==> src/rtl/buzzer_arbiter.sv <==
// buzzer_arbiter
//   Shares the single buzzer tone generator between three requesters using
//   fixed priority (req[2] alarm > req[1] key-click > req[0] music). An owner
//   keeps the buzzer for at least MIN_HOLD cycles before a higher requester
//   can preempt it. Every release or preemption is followed by GAP_CYC
//   cycles of enforced silence before the next grant.
//
//   Optional feature, macro BUZZ_ARB_TIMEOUT_EN:
//     A grant lasting MAX_HOLD cycles is forcibly ended (preempt pulses).
//     The timed-out requester is then locked out of arbitration until its
//     req drops for at least one cycle.
//
// Ports:
//   clk      in   system clock
//   rst_n    in   asynchronous active-low reset
//   req[2:0] in   level requests, bit 2 highest priority
//   gnt[2:0] out  registered one-hot grant, 0 when no owner
//   beep_en  out  tone generator enable, equals |gnt
//   owner    out  index of the current owner, 2'd3 when none
//   preempt  out  one-cycle pulse when an owner loses the grant involuntarily
//   busy     out  high while a grant or a silent gap is in progress
module buzzer_arbiter #(
    parameter int unsigned CLK_PRE  = 50_000_000,
    parameter int unsigned MIN_HOLD = 2_500_000,
    parameter int unsigned GAP_CYC  = 500_000,
    parameter int unsigned MAX_HOLD = 50_000_000
) (
    input  logic       clk,
    input  logic       rst_n,
    input  logic [2:0] req,
    output logic [2:0] gnt,
    output logic       beep_en,
    output logic [1:0] owner,
    output logic       preempt,
    output logic       busy
);

    if (CLK_PRE == 0) begin : g_bad_clk
        $error("buzzer_arbiter: CLK_PRE must be non-zero");
    end
    if (MIN_HOLD < 1) begin : g_bad_hold
        $error("buzzer_arbiter: MIN_HOLD must be >= 1");
    end
    if (GAP_CYC < 1) begin : g_bad_gap
        $error("buzzer_arbiter: GAP_CYC must be >= 1");
    end
    if (MAX_HOLD <= MIN_HOLD) begin : g_bad_max
        $error("buzzer_arbiter: MAX_HOLD must exceed MIN_HOLD");
    end

    localparam int unsigned   HW       = $clog2(MIN_HOLD + 1);
    localparam int unsigned   GW       = $clog2(GAP_CYC + 1);
    localparam logic [HW-1:0] HOLD_MAX = HW'(MIN_HOLD);
    localparam logic [HW-1:0] HOLD_THR = HW'(MIN_HOLD - 1);
    localparam logic [GW-1:0] GAP_LAST = GW'(GAP_CYC - 1);

    typedef enum logic [1:0] {
        IDLE  = 2'd0,
        GRANT = 2'd1,
        GAP   = 2'd2
    } state_t;

    function automatic logic [2:0] top_req(input logic [2:0] r);
        logic [2:0] oh;
        oh = 3'b000;
        if (r[2])      oh = 3'b100;
        else if (r[1]) oh = 3'b010;
        else if (r[0]) oh = 3'b001;
        return oh;
    endfunction

    function automatic logic [1:0] onehot_idx(input logic [2:0] oh);
        logic [1:0] idx;
        case (oh)
            3'b100:  idx = 2'd2;
            3'b010:  idx = 2'd1;
            3'b001:  idx = 2'd0;
            default: idx = 2'd3;
        endcase
        return idx;
    endfunction

    state_t        state_q, state_d;
    logic [HW-1:0] hold_q, hold_d;
    logic [GW-1:0] gap_q, gap_d;
    logic [2:0]    gnt_d;
    logic [1:0]    owner_d;
    logic          preempt_d;

    logic [2:0]    elig;        // requests allowed to compete this cycle
    logic [2:0]    grant_oh;    // winner among elig
    logic [2:0]    higher;      // eligible requests above the current owner
    logic          own_req;
    logic          preempt_hit;
    logic          start_grant;

`ifdef BUZZ_ARB_TIMEOUT_EN
    localparam int unsigned   TW       = $clog2(MAX_HOLD + 1);
    localparam logic [TW-1:0] TMO_LAST = TW'(MAX_HOLD - 1);

    logic [TW-1:0] tmo_q, tmo_d;
    logic [2:0]    lock_q, lock_d;
    logic          timeout_hit;

    assign elig        = req & ~lock_q;
    assign timeout_hit = (tmo_q == TMO_LAST);
    assign preempt_hit = ((|higher) && (hold_q >= HOLD_THR)) || timeout_hit;
`else
    assign elig        = req;
    assign preempt_hit = (|higher) && (hold_q >= HOLD_THR);
`endif

    assign grant_oh = top_req(elig);
    assign own_req  = |(req & gnt);

    always_comb begin
        case (owner)
            2'd0:    higher = elig & 3'b110;
            2'd1:    higher = elig & 3'b100;
            default: higher = 3'b000;
        endcase
    end

    always_comb begin
        state_d     = state_q;
        gnt_d       = gnt;
        owner_d     = owner;
        preempt_d   = 1'b0;
        hold_d      = hold_q;
        gap_d       = gap_q;
        start_grant = 1'b0;
`ifdef BUZZ_ARB_TIMEOUT_EN
        tmo_d       = tmo_q;
        lock_d      = lock_q & req;   // a dropped request clears its lockout
`endif
        case (state_q)
            IDLE: begin
                start_grant = |elig;
            end
            GRANT: begin
                hold_d = (hold_q == HOLD_MAX) ? hold_q : hold_q + 1'b1;
`ifdef BUZZ_ARB_TIMEOUT_EN
                tmo_d  = tmo_q + 1'b1;
`endif
                if (!own_req || preempt_hit) begin
                    state_d   = GAP;
                    gnt_d     = '0;
                    owner_d   = 2'd3;
                    gap_d     = '0;
                    // A coincident release wins: no preempt pulse then.
                    preempt_d = own_req;
`ifdef BUZZ_ARB_TIMEOUT_EN
                    if (own_req && timeout_hit) begin
                        lock_d = lock_d | gnt;
                    end
`endif
                end
            end
            GAP: begin
                if (gap_q == GAP_LAST) begin
                    start_grant = |elig;
                    if (!(|elig)) begin
                        state_d = IDLE;
                    end
                end else begin
                    gap_d = gap_q + 1'b1;
                end
            end
            default: begin
                state_d = IDLE;
                gnt_d   = '0;
                owner_d = 2'd3;
            end
        endcase

        if (start_grant) begin
            state_d = GRANT;
            gnt_d   = grant_oh;
            owner_d = onehot_idx(grant_oh);
            hold_d  = '0;
`ifdef BUZZ_ARB_TIMEOUT_EN
            tmo_d   = '0;
`endif
        end
    end

    always_ff @(posedge clk or negedge rst_n) begin
        if (!rst_n) begin
            state_q <= IDLE;
        end else begin
            state_q <= state_d;
        end
    end

    always_ff @(posedge clk or negedge rst_n) begin
        if (!rst_n) begin
            gnt     <= '0;
            beep_en <= 1'b0;
            owner   <= 2'd3;
            preempt <= 1'b0;
            busy    <= 1'b0;
            hold_q  <= '0;
            gap_q   <= '0;
`ifdef BUZZ_ARB_TIMEOUT_EN
            tmo_q   <= '0;
            lock_q  <= '0;
`endif
        end else begin
            gnt     <= gnt_d;
            beep_en <= |gnt_d;
            owner   <= owner_d;
            preempt <= preempt_d;
            busy    <= (state_d != IDLE);
            hold_q  <= hold_d;
            gap_q   <= gap_d;
`ifdef BUZZ_ARB_TIMEOUT_EN
            tmo_q   <= tmo_d;
            lock_q  <= lock_d;
`endif
        end
    end

endmodule

==> config.mk <==
export PLATFORM = sky130hd
export DESIGN_NAME = buzzer_arbiter
export DESIGN_NICKNAME = d
export VERILOG_FILES = /design/src/rtl/buzzer_arbiter.sv
export SDC_FILE = /design/constraint.sdc
export NUM_CORES = 1
export LEC_CHECK = 0
export BUFFER_PORTS_ARGS = -buffer_cell sky130_fd_sc_hd__buf_4
export CAP_MARGIN = 10
export CORE_AREA = 2 2 73 75
export CTS_CLUSTER_SIZE = 24
export DETAILED_ROUTE_END_ITERATION = 12
export DIE_AREA = 0 0 75 77
export PLACE_DENSITY_LB_ADDON = 0.1
export SYNTH_ARGS = -nofsm -noshare
export SYNTH_HDL_FRONTEND = slang
export SYNTH_SLANG_ARGS = --single-unit
export TNS_END_PERCENT = 100
==> constraint.sdc <==
create_clock -name clk -period 2.8 [get_ports clk]
set_input_delay 0.28 -clock clk [delete_from_list [all_inputs] [get_ports clk]]
set_output_delay 0.28 -clock clk [all_outputs]
set_load 0.02 [all_outputs]
==> impl_metrics.env <==
export IMPL_mostFrequentLayoutCell="dfrtp_1"
export IMPL_max_slew_margin_rel=0.5884
export IMPL_multi_input_area_um2=1335
export IMPL_insertedDiodeCount=0
export IMPL_fin_crit_sh=0.7710
export IMPL_setup_worst_path_start="gap_q[0]"
export IMPL_r2r_start="gap_q[0]"
export IMPL_worstSkewPairLatency_ps=300
export IMPL_crit_end="beep_en"
export IMPL_nFillCells=460
export IMPL_die_y_um=77
export IMPL_wirelength_mm=5.037
export IMPL_synth_seq_area_share=0.4756
export IMPL_clk_pin_slew_worst_paths_ps=90
export IMPL_crit_path_end_kind="register"
export IMPL_grt_pass1_wl_mm=9.177
export IMPL_rsz0062_at_grt="no"
export IMPL_synth_compound_area_frac=0.08376
export IMPL_synth_top_family_by_area="simple AND/OR/NAND/NOR gates"
export IMPL_rows=26
export IMPL_max_vdd_ir_drop_mv=0.2855
export IMPL_io_pins=13
export IMPL_violations="hold timing"
export IMPL_crit_arrival_ps=2320
export IMPL_clockBufferDepth=2
export IMPL_coreArea_um2=4977
export IMPL_synth_top_cells_by_area="dfrtp_1, nor2_1, xnor2_1"
export IMPL_clock_sinks=51
export IMPL_worstHoldPathType="in2async"
export IMPL_drc_errors=0
export IMPL_antenna_found_initial=0
export IMPL_dieWidth_um=75
export IMPL_worst_setup_path_type="reg2reg"
export IMPL_ys_flop_type="dfrtp_1"
export IMPL_reg2reg_slack_ps=640
export IMPL_routed_via_density=5.463
export IMPL_clock_fmax_ghz=0.4632
export IMPL_dieArea_um2=5775
export IMPL_routabilityCongestion=0.7826
export IMPL_syn_to_final_growth_pct=10.28
export IMPL_final_cell_mix="dfrtp_1, nor2_1, nand2_1"
export IMPL_vias=2065
export IMPL_grt_pass1_vias=2088
export IMPL_holdBufCountCts=0
export IMPL_crit_path_start_kind="register"
export IMPL_cts_htree_levels=2
export IMPL_cts_tree="done"
export IMPL_synth_edf_count=0
export IMPL_final_hold_viol_count=19
export IMPL_avgRoutedWirePerCell_um=13.33
export IMPL_numCtsBuffers=5
export IMPL_postRouteAntennaNets=0
export IMPL_tns_ps=0
export IMPL_firstDrtPassIters=4
export IMPL_grt_use_total=0.2002
export IMPL_reg2reg_to="beep_en"
export IMPL_yosys_warnings=0
export IMPL_grt_overflow=0
export IMPL_synth_async_reset_ratio=1.000
export IMPL_worstMarginPinSlew_ps=617.4
export IMPL_synthMuxAreaShare=0.007445
export IMPL_drt_initial_drc_count=114
export IMPL_ys_types=45
export IMPL_p_leak_nw=1.285
export IMPL_syn_inst=289
export IMPL_syn_nets=297
export IMPL_p_per_area_nw_per_um2=684.3
export IMPL_synth_seq_cells=51
export IMPL_postSynthAreaPerCell_um2=9.304
export IMPL_synth_fa_ha_area_frac=0.01396
export IMPL_cts_resized=0
export IMPL_synth_largest_area_cell="dfrtp_1"
export IMPL_yosys_area_share_simple=0.2773
export IMPL_layout_drive_gt1_share=0.1104
export IMPL_fin_crit_ps=2159
export IMPL_initial_core_util=0.5402
export IMPL_grt_max_degree=52
export IMPL_cts_setup_buffers=0
export IMPL_synthXorXnorAreaFrac=0.1140
export IMPL_required_ps=2960
export IMPL_finalNetCount=315
export IMPL_fin_hold_ws_ps=-17.65
export IMPL_syn_area_um2=2689
export IMPL_crit_path_max_fanout=8
export IMPL_port_buffers=12
export IMPL_register_area_um2=1279
export IMPL_synth_top_area_frac=0.4560
export IMPL_drv_slew=0
export IMPL_outcome="complete, but fails checks"
export IMPL_root_buffer="clkbuf_8"
export IMPL_hpwlAfterDp_mm=3.509
export IMPL_drv_cap=0
export IMPL_clock_skew_ps=11.42
export IMPL_rr_worst_depth=8
export IMPL_setup_viol=0
synth_stat cells, types with 5 or more instances:
| cell | number |
|---|---|
| dfrtp_1 | 49 |
| a21oi_1 | 9 |
| o21ai_0 | 6 |
| xnor2_1 | 20 |
| or3_1 | 7 |
| nand2_1 | 23 |
| and3_1 | 5 |
| nor2_1 | 47 |
| nand3_1 | 14 |
| xor2_1 | 15 |
| nor4_1 | 7 |
| nand4_1 | 8 |
| inv_1 | 10 |
| nor3_1 | 15 |
report_power, final:
group          switching [mW]  leakage [nW]  total (mW)  internal [mW]
Sequential             0.0830         0.691       0.920          0.836
Combinational           0.409         0.547       0.677          0.267
Clock                   0.233        0.0482       0.433          0.200
Total                   0.726          1.29        2.03           1.30
worst max-delay path, cell delays in order (launching register included):
cell and delay, ps:
dfrtp_1 400, ha_1 180, nand4_1 100, buf_4 170
nand3b_1 240, o21ai_2 330, nand2_1 90, a222oi_1 390
nand4b_1 130
how the worst min path moves through the flow:
stage | startpoint | endpoint | slack (ps) | depth (start not counted)
after floorplan | rst_n | beep_en | -20 | 0
after global placement | rst_n | gap_q[8] | 340 | 1
after CTS | rst_n | gap_q[9] | 10 | 1
after global routing | rst_n | gap_q[9] | 40 | 1
after detailed placement | rst_n | gap_q[8] | 350 | 1
final | rst_n | gap_q[15] | -20 | 1
per-stage QoR:
step                      instance area [um^2]  power, mW  cells  setup WS [ps]    util
after floorplan                           2689      1.413    289          795.3       -
after global placement                    2874      1.615    370          714.0  0.5774
after detailed placement                  2874      1.614    370          661.1  0.5774
after CTS                                 2965      2.050    378          639.0  0.5958
after global routing                      2965      2.174    378          379.1  0.5958
final                                     2965      2.029    378          641.1  0.5958
logic make-up (layout without fill, tap and decap cells):
logic type | Yosys count | after routing
multiplexers | 2 | 2
flip-flops | 51 | 51
buffers and inverters | 17 | 36
XOR/XNOR | 35 | 35
adder cells (fa/ha/maj) | 3 | 3
AO/OA/AOI/OAI | 33 | 33
AND/OR/NAND/NOR | 148 | 148
flip-flops by register name, summed over array words and instances (netlist names):
signal,flops
gnt,3
owner,2
beep_en,1
busy,1
hold_q,22
gap_q,19
state_q,2
preempt,1
per-layer routing:
layer / GRT usage / routed length (um) / vias to the layer above
met5: 0 / 0 / -
met4: 0.05179 / 59 / 0
met3: 0.04336 / 129 / 7
met2: 0.3202 / 2448 / 27
met1: 0.2730 / 2400 / 996
li1: - / - / 1035
final cells by class:
cell class / instances / share of cell area
clock buffer: 7 / 0.02911
clock inverter: 1 / 0.001688
inverter: 10 / 0.01266
multi-input combinational: 221 / 0.4502
sequential: 51 / 0.4312
tap: 70 / 0.02954
timing repair buffer: 18 / 0.04557
Power figures use the tool's default switching activity.
